File: src/rtl/operand_fetch_if.sv
// Operand-fetch handshake bundle: upstream instruction/operand inputs,
// flush, and the downstream held-instruction outputs.
interface operand_fetch_if #(
  parameter int XLEN    = 32,
  parameter int NUM_SRC = 6,
  parameter int NUM_FWD = 6,
  parameter int SELW    = $clog2(NUM_FWD + 1)
);
  logic                      flush;
  logic                      in_valid;
  logic                      in_ready;
  logic [31:0]               in_pc;
  logic [31:0]               in_instr;
  logic [NUM_SRC*XLEN-1:0]   rf_data;
  logic [NUM_SRC*SELW-1:0]   fwd_sel;
  logic [NUM_FWD*XLEN-1:0]   fwd_data;
  logic                      out_valid;
  logic                      out_ready;
  logic [31:0]               out_pc;
  logic [31:0]               out_instr;
  logic [NUM_SRC*XLEN-1:0]   out_data;
  logic [15:0]               issue_cnt;

  // Driver side (upstream stage, forwarding network, downstream consumer)
  modport master (
    output flush, in_valid, in_pc, in_instr, rf_data, fwd_sel, fwd_data, out_ready,
    input  in_ready, out_valid, out_pc, out_instr, out_data, issue_cnt
  );

  // Operand-fetch block side
  modport slave (
    input  flush, in_valid, in_pc, in_instr, rf_data, fwd_sel, fwd_data, out_ready,
    output in_ready, out_valid, out_pc, out_instr, out_data, issue_cnt
  );
endinterface

File: src/rtl/operand_fetch.sv
// Operand fetch stage: resolves each source operand from the register file
// or a forwarding source at accept time and holds the instruction until the
// downstream stage takes it.
// Build option: OPFETCH_SKID_EN adds a skid entry so in_ready is a register
// with no combinational path from out_ready; without it the block is a
// single-entry pipeline register with combinational in_ready.
module operand_fetch #(
  parameter int XLEN    = 32,
  parameter int NUM_SRC = 6,
  parameter int NUM_FWD = 6,
  parameter int SELW    = $clog2(NUM_FWD + 1)
) (
  input  logic           clk,
  input  logic           rstn,
  operand_fetch_if.slave bus
);

  localparam int DW = NUM_SRC * XLEN;
  localparam int FW = NUM_FWD * XLEN;

  // Select 0 and out-of-range selects fall back to the register file.
  function automatic logic [DW-1:0] resolve_ops(input logic [DW-1:0]          rf,
                                                input logic [NUM_SRC*SELW-1:0] sel,
                                                input logic [FW-1:0]          fwd);
    logic [DW-1:0]   res;
    logic [SELW-1:0] s;
    res = rf;
    for (int i = 0; i < NUM_SRC; i++) begin
      s = sel[i*SELW +: SELW];
      for (int k = 1; k <= NUM_FWD; k++) begin
        if (s == SELW'(k)) res[i*XLEN +: XLEN] = fwd[(k-1)*XLEN +: XLEN];
      end
    end
    return res;
  endfunction

  logic [DW-1:0] in_ops;
  logic          in_ready;
  logic          acc;
  logic          xfer;

  logic          out_valid_q, out_valid_d;
  logic [31:0]   out_pc_q,    out_pc_d;
  logic [31:0]   out_instr_q, out_instr_d;
  logic [DW-1:0] out_data_q,  out_data_d;
  logic [15:0]   issue_cnt_q, issue_cnt_d;

  assign in_ops = resolve_ops(bus.rf_data, bus.fwd_sel, bus.fwd_data);
  assign acc    = bus.in_valid && in_ready;
  assign xfer   = out_valid_q && bus.out_ready;

  assign issue_cnt_d = issue_cnt_q + {15'd0, xfer};

`ifdef OPFETCH_SKID_EN
  logic          in_ready_q,  in_ready_d;
  logic          skid_valid_q, skid_valid_d;
  logic [31:0]   skid_pc_q,    skid_pc_d;
  logic [31:0]   skid_instr_q, skid_instr_d;
  logic [DW-1:0] skid_data_q,  skid_data_d;

  assign in_ready = in_ready_q;

  // Next state: output register refills from skid first, new accepts go to
  // whichever entry is free; flush empties both entries.
  always_comb begin
    out_valid_d  = out_valid_q;
    out_pc_d     = out_pc_q;
    out_instr_d  = out_instr_q;
    out_data_d   = out_data_q;
    skid_valid_d = skid_valid_q;
    skid_pc_d    = skid_pc_q;
    skid_instr_d = skid_instr_q;
    skid_data_d  = skid_data_q;
    if (bus.flush) begin
      out_valid_d  = 1'b0;
      skid_valid_d = 1'b0;
    end else if (!out_valid_q || xfer) begin
      if (skid_valid_q) begin
        out_valid_d  = 1'b1;
        out_pc_d     = skid_pc_q;
        out_instr_d  = skid_instr_q;
        out_data_d   = skid_data_q;
        skid_valid_d = 1'b0;
        if (acc) begin
          skid_valid_d = 1'b1;
          skid_pc_d    = bus.in_pc;
          skid_instr_d = bus.in_instr;
          skid_data_d  = in_ops;
        end
      end else if (acc) begin
        out_valid_d = 1'b1;
        out_pc_d    = bus.in_pc;
        out_instr_d = bus.in_instr;
        out_data_d  = in_ops;
      end else begin
        out_valid_d = 1'b0;
      end
    end else if (acc) begin
      skid_valid_d = 1'b1;
      skid_pc_d    = bus.in_pc;
      skid_instr_d = bus.in_instr;
      skid_data_d  = in_ops;
    end
    in_ready_d = !skid_valid_d;
  end

  // Skid entry and registered ready
  always_ff @(posedge clk or negedge rstn) begin
    if (!rstn) begin
      in_ready_q   <= 1'b0;
      skid_valid_q <= 1'b0;
      skid_pc_q    <= '0;
      skid_instr_q <= '0;
      skid_data_q  <= '0;
    end else begin
      in_ready_q   <= in_ready_d;
      skid_valid_q <= skid_valid_d;
      skid_pc_q    <= skid_pc_d;
      skid_instr_q <= skid_instr_d;
      skid_data_q  <= skid_data_d;
    end
  end
`else
  logic rdy_q;

  // Ready only once out of reset, then whenever the output is empty or draining.
  assign in_ready = rdy_q && (!out_valid_q || bus.out_ready);

  // Next state: single entry loads on accept, empties on transfer or flush.
  always_comb begin
    out_valid_d = out_valid_q;
    out_pc_d    = out_pc_q;
    out_instr_d = out_instr_q;
    out_data_d  = out_data_q;
    if (bus.flush) begin
      out_valid_d = 1'b0;
    end else if (acc) begin
      out_valid_d = 1'b1;
      out_pc_d    = bus.in_pc;
      out_instr_d = bus.in_instr;
      out_data_d  = in_ops;
    end else if (xfer) begin
      out_valid_d = 1'b0;
    end
  end

  // Post-reset ready enable
  always_ff @(posedge clk or negedge rstn) begin
    if (!rstn) rdy_q <= 1'b0;
    else       rdy_q <= 1'b1;
  end
`endif

  // Output register and transfer counter
  always_ff @(posedge clk or negedge rstn) begin
    if (!rstn) begin
      out_valid_q <= 1'b0;
      out_pc_q    <= '0;
      out_instr_q <= '0;
      out_data_q  <= '0;
      issue_cnt_q <= '0;
    end else begin
      out_valid_q <= out_valid_d;
      out_pc_q    <= out_pc_d;
      out_instr_q <= out_instr_d;
      out_data_q  <= out_data_d;
      issue_cnt_q <= issue_cnt_d;
    end
  end

  assign bus.in_ready  = in_ready;
  assign bus.out_valid = out_valid_q;
  assign bus.out_pc    = out_pc_q;
  assign bus.out_instr = out_instr_q;
  assign bus.out_data  = out_data_q;
  assign bus.issue_cnt = issue_cnt_q;

endmodule

File: src/flat_wrapper.sv
// flat-port wrapper written by rule: the top's interface ports become plain ports
module operand_fetch_flat 
#(
  parameter int XLEN    = 32,
  parameter int NUM_SRC = 6,
  parameter int NUM_FWD = 6,
  parameter int SELW    = $clog2(NUM_FWD + 1)
)
  (clk, rstn, bus_flush, bus_in_valid, bus_in_pc, bus_in_instr, bus_rf_data, bus_fwd_sel, bus_fwd_data, bus_out_ready, bus_in_ready, bus_out_valid, bus_out_pc, bus_out_instr, bus_out_data, bus_issue_cnt);
  operand_fetch_if #(.XLEN(XLEN), .NUM_SRC(NUM_SRC), .NUM_FWD(NUM_FWD), .SELW(SELW)) bus_i ();
  input  logic clk;
  input  logic rstn;
  input wire logic [$bits(bus_i.flush)-1:0] bus_flush;
  input wire logic [$bits(bus_i.in_valid)-1:0] bus_in_valid;
  input wire logic [$bits(bus_i.in_pc)-1:0] bus_in_pc;
  input wire logic [$bits(bus_i.in_instr)-1:0] bus_in_instr;
  input wire logic [$bits(bus_i.rf_data)-1:0] bus_rf_data;
  input wire logic [$bits(bus_i.fwd_sel)-1:0] bus_fwd_sel;
  input wire logic [$bits(bus_i.fwd_data)-1:0] bus_fwd_data;
  input wire logic [$bits(bus_i.out_ready)-1:0] bus_out_ready;
  output wire logic [$bits(bus_i.in_ready)-1:0] bus_in_ready;
  output wire logic [$bits(bus_i.out_valid)-1:0] bus_out_valid;
  output wire logic [$bits(bus_i.out_pc)-1:0] bus_out_pc;
  output wire logic [$bits(bus_i.out_instr)-1:0] bus_out_instr;
  output wire logic [$bits(bus_i.out_data)-1:0] bus_out_data;
  output wire logic [$bits(bus_i.issue_cnt)-1:0] bus_issue_cnt;
  assign bus_i.flush = bus_flush;
  assign bus_i.in_valid = bus_in_valid;
  assign bus_i.in_pc = bus_in_pc;
  assign bus_i.in_instr = bus_in_instr;
  assign bus_i.rf_data = bus_rf_data;
  assign bus_i.fwd_sel = bus_fwd_sel;
  assign bus_i.fwd_data = bus_fwd_data;
  assign bus_i.out_ready = bus_out_ready;
  assign bus_in_ready = bus_i.in_ready;
  assign bus_out_valid = bus_i.out_valid;
  assign bus_out_pc = bus_i.out_pc;
  assign bus_out_instr = bus_i.out_instr;
  assign bus_out_data = bus_i.out_data;
  assign bus_issue_cnt = bus_i.issue_cnt;
  operand_fetch #(.XLEN(XLEN), .NUM_SRC(NUM_SRC), .NUM_FWD(NUM_FWD), .SELW(SELW)) u_core (.clk(clk), .rstn(rstn), .bus(bus_i));
endmodule
File: config.mk
export PLATFORM = sky130hd
export DESIGN_NAME = operand_fetch_flat
export DESIGN_NICKNAME = d
export VERILOG_FILES = /design/src/rtl/operand_fetch_if.sv /design/src/rtl/operand_fetch.sv /design/src/flat_wrapper.sv
export SDC_FILE = /design/constraint.sdc
export NUM_CORES = 1
export LEC_CHECK = 0
export BUFFER_PORTS_ARGS = -buffer_cell sky130_fd_sc_hd__buf_2
export CORE_AREA = 2 2 294 296
export CTS_CLUSTER_DIAMETER = 200
export DETAILED_ROUTE_END_ITERATION = 12
export DIE_AREA = 0 0 296 298
export SLEW_MARGIN = 15
export SYNTH_ARGS = -nofsm -noshare
export SYNTH_HDL_FRONTEND = slang
export SYNTH_SLANG_ARGS = --single-unit
export TNS_END_PERCENT = 5
File: constraint.sdc
create_clock -name clk -period 1.8 [get_ports clk]
set_clock_uncertainty 0.15 [all_clocks]
set_input_delay 0.18 -clock clk [delete_from_list [all_inputs] [get_ports clk]]
set_output_delay 0.18 -clock clk [all_outputs]
set_load 0.03 [all_outputs]
==> results_dict.tcl, run 1 <==
set metrics [dict create \
    outcome "finished, violations left" \
    violations "negative hold slack, negative setup slack" \
    dpl.hpwl_um 119100 \
    slowest_stage "dfrtp_2" \
    max_freq_ghz 0.5527 \
    min_path_cells 5 \
    synth_seq_cells 274 \
    ys_warn_count 0 \
    cts_sinks 274 \
    finalSetupViolCount 2 \
    gp_congestion 1.005 \
    crit_type "reg -> reg" \
    timing.rr.end "u_core.bus.out_data[85]" \
    cp-start-kind "flop" \
    yosys.area_share.simple_pct 17.62 \
    final-max-slew-violation-count 0 \
    grt_use_total_pct 34.54 \
    synth_edf_count 0 \
    synthAdderAreaFrac_pct 0.1072 \
    cp_max_fo 10 \
    ir_drop_v 0.0005577 \
    crit_chain "nand2b_4 -> and4b_4 -> buf_12 -> buf_16 -> buf_12 -> o211ai_1 -> o22ai_1" \
    die_y_um 298 \
    cts_buffer_depth 3 \
    synth-xor-area-share_pct 0.8415 \
    synth-seq-area-share_pct 29.37 \
    path_common_cell "buf_12" \
    via_per_inst 6.024 \
    worstPathArrival_ns 2.16 \
    synthCells 2958 \
    drc 0 \
    crit_start "u_core.bus.out_valid" \
    fp-row-count 107 \
    powerDensity_nw_per_um2 815.0 \
    die_w_um 296 \
    cts_tree "done" \
    p_leak_nw 15.20 \
    antenna_found_initial 54 \
    antenna_left 0 \
    r2r_cells 7 \
    dieArea_sq_um 88210 \
    io_buffers 744 \
    met2_usage_pct 49.60 \
    routed_wl_um 160900 \
    grt_remaining_overflow 0 \
    report.final.hold_viol_count 1 \
    ys_top_cells_by_count "nand2_1 (377), dfrtp_1 (274), nor2_1 (259)" \
    final_util_pct 40.77 \
    first_pass_iters 10 \
    hold_end "u_core.bus.out_data[73]" \
    rrSetupSlack_ns -0.009 \
    cts_made_buffers 37 \
    whs_ns -0.02662 \
    relSlewSlack_pct 44.87 \
    required_ns 2.15 \
    synth_ff_type "dfrtp_1" \
    ys_top_cells_by_area "dfrtp_1 (29%), mux2i_1 (9.2%), nand2_1 (6.1%)" \
    syn_area_per_cell_sq_um 7.892 \
    clk_latency_ns 0.57 \
    synth_compound_area_share_pct 32.15 \
    netlist.area_leader.share_pct 29.37 \
    period_minus_slack_ns 1.809 \
    synth_mux_area_share_pct 12.02 \
    timing.rr.start "u_core.bus.out_valid" \
    root_buffer "clkbuf_16" \
    drive_gt1_share_pct 30.12 \
    finalPower_w 0.02820 \
    synth_cell_types 55 \
    worstHoldStart "bus_rf_data[73]" \
    yosysMostFrequentCell "nand2_1" \
    fin_crit_sh_pct 100.5 \
    ys_async_sr_fraction_pct 100.0 \
    cts.clk_slew.worst_paths_ns 0.06 \
    min_path_type "in -> reg" \
    first_global_vias 29260 \
    post-route-worst-setup-slack_ns -0.009304 \
    core_area_sq_um 84880 \
    grt_pass1_wl_um 221000 \
    fin_nets 4459 \
    vias 31270 \
    syn_nets 3431 \
    crit_family "buffers and inverters" \
    area_delta_synth_final_pct 48.24 \
    met3_usage_pct 15.02 \
    grt_use_met1_pct 43.86 \
    dr.first_iter.drc_count 4140 \
    io_pins 745 \
    synth_top_family_by_area "compound AO/OA/AOI/OAI gates" \
    cp-end-kind "flop" \
    critical_path_buf_inv_count 3 \
    worst_pin_slew_ns 0.8269 \
    wl_per_cell_um 30.99 \
    h-tree-depth 2 \
    grt-busiest-layer "met2" \
    fillers 8591 \
    start_util_pct 27.50 \
    max_stage_delay_ns 0.43 \
    grt_max_degree 64 \
    drv_cap 0 \
    syn_area_sq_um 23340 \
    synth_top_area_cell "dfrtp_1" \
    rsz0062_at_grt "yes" \
]
worst max path at each step:
stage          slack [ns]  cells past startpoint                       end
3_3_place_gp        -0.05                      6  u_core.bus.out_data[190]
3_5_place_dp        -0.08                      6  u_core.bus.out_data[190]
5_1_grt             -0.09                      7   u_core.bus.out_data[71]
2_1_floorplan       0.005                      7  u_core.bus.issue_cnt[10]
4_1_cts           0.00004                      7  u_core.bus.out_data[135]
6_report           -0.009                      7   u_core.bus.out_data[85]
through the flow:
| step | TNS, ns | setup slack, ns | std cells | instance area, sq um | hold slack (ns) |
|---|---|---|---|---|---|
| 2_1_floorplan | 0 | 0.004526 | 2958 | 23350 | -0.2656 |
| 3_3_place_gp | -0.4341 | -0.04616 | 4734 | 29270 | -0.06788 |
| 3_5_place_dp | -1.728 | -0.08160 | 4734 | 29270 | -0.06739 |
| 4_1_cts | 0 | 0.00003531 | 5152 | 34160 | 0.0003925 |
| 5_1_grt | -3.903 | -0.09105 | 5179 | 34580 | 0.04239 |
| 6_report | -0.01018 | -0.009304 | 5191 | 34610 | -0.02662 |
cells in the final DEF, fill, tap and decap left out, drive strengths merged, types with 58 or more instances in the layout:
cell type	instances
buf	965
nand2	377
dlygate4sd3	341
o21ai	297
dfrtp	274
nor2	262
a21oi	230
mux2i	215
o22ai	164
o211ai	109
nor3b	65
clkbuf	64
a31oi	62
o221a	60
mux2	58
a2bb2oi	58
nand3	58
repair_timing:
item,4_1_cts,5_1_grt
gates resized for setup,9,81
hold buffers,341,0
pin swaps,2,35
endpoints found under the setup margin,129,144
hold endpoints to repair,532,0
setup buffers,6,1
cloned,4,6
layer usage:
layer	vias to the layer above	wire length, um
li1	13170	-
met1	14810	61180
met2	2649	65900
met3	603	24060
met4	42	9394
met5	-	359
tightest hold or removal path: cells and delay by family:
kind	cells	cell delay [ns]
multiplexers	1	0.14
buffers and inverters	1	0.11
AO/OA/AOI/OAI	2	0.17
AND/OR/NAND/NOR	1	0.07
state kept, by name, indices dropped and copies added (netlist names):
| signal | count |
|---|---|
| u_core.bus.issue_cnt | 16 |
| u_core.bus.out_data | 192 |
| u_core.bus.out_instr | 32 |
| u_core.bus.out_pc | 32 |
| u_core.bus.out_valid | 1 |
| u_core.rdy_q | 1 |
final cells by class:
type / count / area [sq um] / share of cell area (%)
clock buffer: 58 / 1147 / 3.315
sequential: 274 / 6858 / 19.82
antenna: 33 / 82.58 / 0.2386
tap: 1144 / 1431 / 4.136
multi-input combinational: 2323 / 14840 / 42.88
inverter: 36 / 135.1 / 0.3905
clock inverter: 9 / 105.1 / 0.3037
timing repair buffer: 1314 / 10010 / 28.91
kinds of logic after synthesis:
kind of cell             after synthesis
buffers and inverters                361
multiplexers                         273
AO/OA/AOI/OAI                       1142
AND/OR/NAND/NOR                      886
flip-flops                           274
XOR/XNOR                              19
other                                  1
adder cells (fa/ha/maj)                2
power breakdown:
group | total (W) | internal [W] | switching, W | leakage, nW
Clock | 0.00786 | 0.00466 | 0.00319 | 0.616
Sequential | 0.00831 | 0.00734 | 0.000970 | 3.28
Combinational | 0.0120 | 0.00413 | 0.00791 | 11.3
Total | 0.0282 | 0.0161 | 0.0121 | 15.2
(Power assumes the default switching activity.)
==> run 2, diff against run 1 <==
- ABC_AREA: unset -> 1
- CORE_AREA: 2 2 294 296 -> 2 2 291 293
- DIE_AREA: 0 0 296 298 -> 0 0 293 295
==> results_dict.tcl, run 2 <==
set metrics [dict create \
    period_minus_slack_ns 1.861 \
    clk_latency_ns 0.57 \
    via_per_inst 5.583 \
    layout.cells.non_filler 5959 \
    fp-row-count 106 \
    relSlewSlack_pct 58.89 \
    cp_max_fo 12 \
    drv_cap 0 \
    crit_type "reg -> reg" \
    mostFrequentLayoutCells "nand2_1 (1535), buf_2 (743), nand3_1 (376)" \
    wl_per_cell_um 29.96 \
    multi_input_area_sq_um 13850 \
    routed_wl_um 178500 \
    synth_seq_cells 274 \
    fillers 8969 \
    violations "negative setup slack" \
    start_util_pct 27.00 \
    ir_drop_v 0.0006691 \
    drive_gt1_share_pct 26.63 \
    ys_warn_count 0 \
    final-max-slew-violation-count 0 \
    cts_sinks 274 \
    finalPower_w 0.02748 \
    crit_start "u_core.bus.out_valid" \
    synth_top_area_cell "dfrtp_1" \
    first_global_vias 31990 \
    regArea_sq_um 6858 \
    syn_nets 4307 \
    dpl.cell_count 5767 \
    die_y_um 295 \
    yosysMostFrequentCell "nand2_1" \
    r2r_cells 10 \
    cp-start-kind "flop" \
    antenna_found_initial 20 \
    area_delta_synth_final_pct 47.54 \
    dr_wl_met3_um 19340 \
    post-route-worst-setup-slack_ns -0.06111 \
    wl_met1_um 67800 \
    netlist.area_leader.share_pct 30.53 \
    io_buffers 744 \
    grt_remaining_overflow 0 \
    first_pass_iters 8 \
    synth_cell_types 30 \
    p_leak_nw 18.29 \
    outcome "finished, violations left" \
    cp-end-kind "flop" \
    hold_end "u_core.bus.out_data[27]" \
    required_ns 2.12 \
    syn_area_per_cell_sq_um 5.857 \
    cts_buffer_depth 3 \
    worst_pin_slew_ns 0.6160 \
    synth_edf_count 0 \
    cts_made_buffers 34 \
    fin_crit_sh_pct 103.4 \
    core_area_sq_um 83160 \
    antenna_left 0 \
    min_path_cells 5 \
    root_buffer "clkbuf_16" \
    vias 33270 \
    dieArea_sq_um 86440 \
    finalSetupViolCount 18 \
    cts.clk_slew.worst_paths_ns 0.06 \
    drc 0 \
    rrSetupSlack_ns -0.06 \
    ys_top_cells_by_count "nand2_1 (1544), a21oi_1 (409), nand3_1 (381)" \
    io_pins 745 \
    report.final.hold_viol_count 0 \
    dr.first_iter.drc_count 4469 \
    powerDensity_nw_per_um2 829.5 \
    synth-seq-area-share_pct 30.53 \
    place_worst_setup_slack_ns -0.3105 \
    min_path_type "in -> reg" \
    timing.rr.end "u_core.bus.out_data[165]" \
    final_common_cell "nand2_1" \
    ys_top_cells_by_area "dfrtp_1 (31%), nand2_1 (26%), a21oi_1 (9.1%)" \
    grt_pass1_wl_um 240200 \
    route.met2.wl_um 79130 \
    worstHoldStart "bus_fwd_data[123]" \
    whs_ns 0.0009643 \
    fin_nets 5320 \
    synthCells 3834 \
    synth_ff_type "dfrtp_1" \
    largest_register_ffs 192 \
    die_w_um 293 \
    max_freq_ghz 0.5373 \
    timing.rr.start "u_core.bus.out_valid" \
    grt_max_degree 62 \
    top_layer "met5" \
    dpl.hpwl_um 145500 \
    cts_tree "done" \
    grt_use_total_pct 39.53 \
    syn_area_sq_um 22460 \
    rsz0062_at_grt "yes" \
    h-tree-depth 2 \
    ys_async_sr_fraction_pct 100.0 \
    worstPathArrival_ns 2.18 \
    gp_congestion 1.073 \
]
## run 2: changes by cell type in the layout (fill, tap and decap cells not counted), sizes merged, moves of 87 or more
cell	delta
o21ai	-87
o211ai	-109
nand2	+1167
o22ai	-164
dlygate4sd3	-231
nand3	+325
mux2i	-215
buf	+161
inv	+234
a21oi	+179
## run 2: logic make-up after synthesis
kind of cell / after synthesis / share of synthesized area (%)
simple gates: 2268 / 41.35
compound gates: 740 / 17.86
buf+inv: 535 / 9.583
flops: 274 / 30.53
xor+xnor: 14 / 0.5460
fa+ha+maj: 2 / 0.1114
other cells: 1 / 0.01670
## run 2: final cells by class
type / instances / share of cell area (%)
tap: 1080 / 4.078
clock buffer: 49 / 2.979
timing repair buffer: 1240 / 26.84
multi-input combinational: 3025 / 41.80
clock inverter: 11 / 0.4003
inverter: 270 / 3.097
sequential: 274 / 20.70
antenna: 8 / 0.06042
timing repair inverter: 2 / 0.04532
## run 2: timing repair
| item | CTS | global route |
|---|---|---|
| resized for setup | 21 | 66 |
| setup endpoints to repair | 102 | 192 |
| gates cloned | 2 | 4 |
| hold buffers | 110 | 0 |
| setup buffers | 5 | 3 |
| pin swaps | 12 | 13 |
| endpoints found under the hold margin | 411 | 0 |
## run 2: worst max-delay path by stage
stage                          endpoint  slack (ns)  cells past startpoint
3_3_place_gp    u_core.bus.out_data[70]       -0.30                     11
2_1_floorplan  u_core.bus.issue_cnt[14]       -0.11                     10
6_report       u_core.bus.out_data[165]       -0.06                     10
3_5_place_dp    u_core.bus.out_data[70]       -0.31                     11
4_1_cts        u_core.bus.out_data[190]       -0.05                     10
5_1_grt        u_core.bus.out_data[165]        -0.1                     10
## run 2: critical path, stage by stage, from the launching register on
cell and delay [ns]:
dfrtp_2 0.44, a21boi_4 0.15, nand2_2 0.09, nor2_4 0.10, buf_12 0.14, inv_12 0.06, buf_12 0.15, buf_12 0.14
a21oi_1 0.13, nand2_1 0.11, nand2_1 0.07
## run 2: per-layer routing
layer  vias to the layer above  GRT usage (%)
met1                     15970          49.50
met3                       554          8.908
met2                      2287          62.21
li1                      14450              -
met5                         -              0
met4                        12          23.60
## run 2: power by group
group	leakage, nW	internal [W]	total [W]	switching (W)
combinational	14.4	0.00351	0.0121	0.00860
clock	0.542	0.00401	0.00704	0.00303
sequential	3.33	0.00738	0.00833	0.000954
total	18.3	0.0149	0.0275	0.0126
## run 2: stage by stage
stage | util, % | setup TNS (ns) | cell area, sq um
3_3_place_gp | 36.49 | -24.42 | 30350
2_1_floorplan | - | -21.50 | 22600
5_1_grt | 39.83 | -4.836 | 33120
6_report | 39.84 | -0.2350 | 33130
3_5_place_dp | 36.49 | -24.50 | 30350
4_1_cts | 39.35 | -0.2813 | 32720
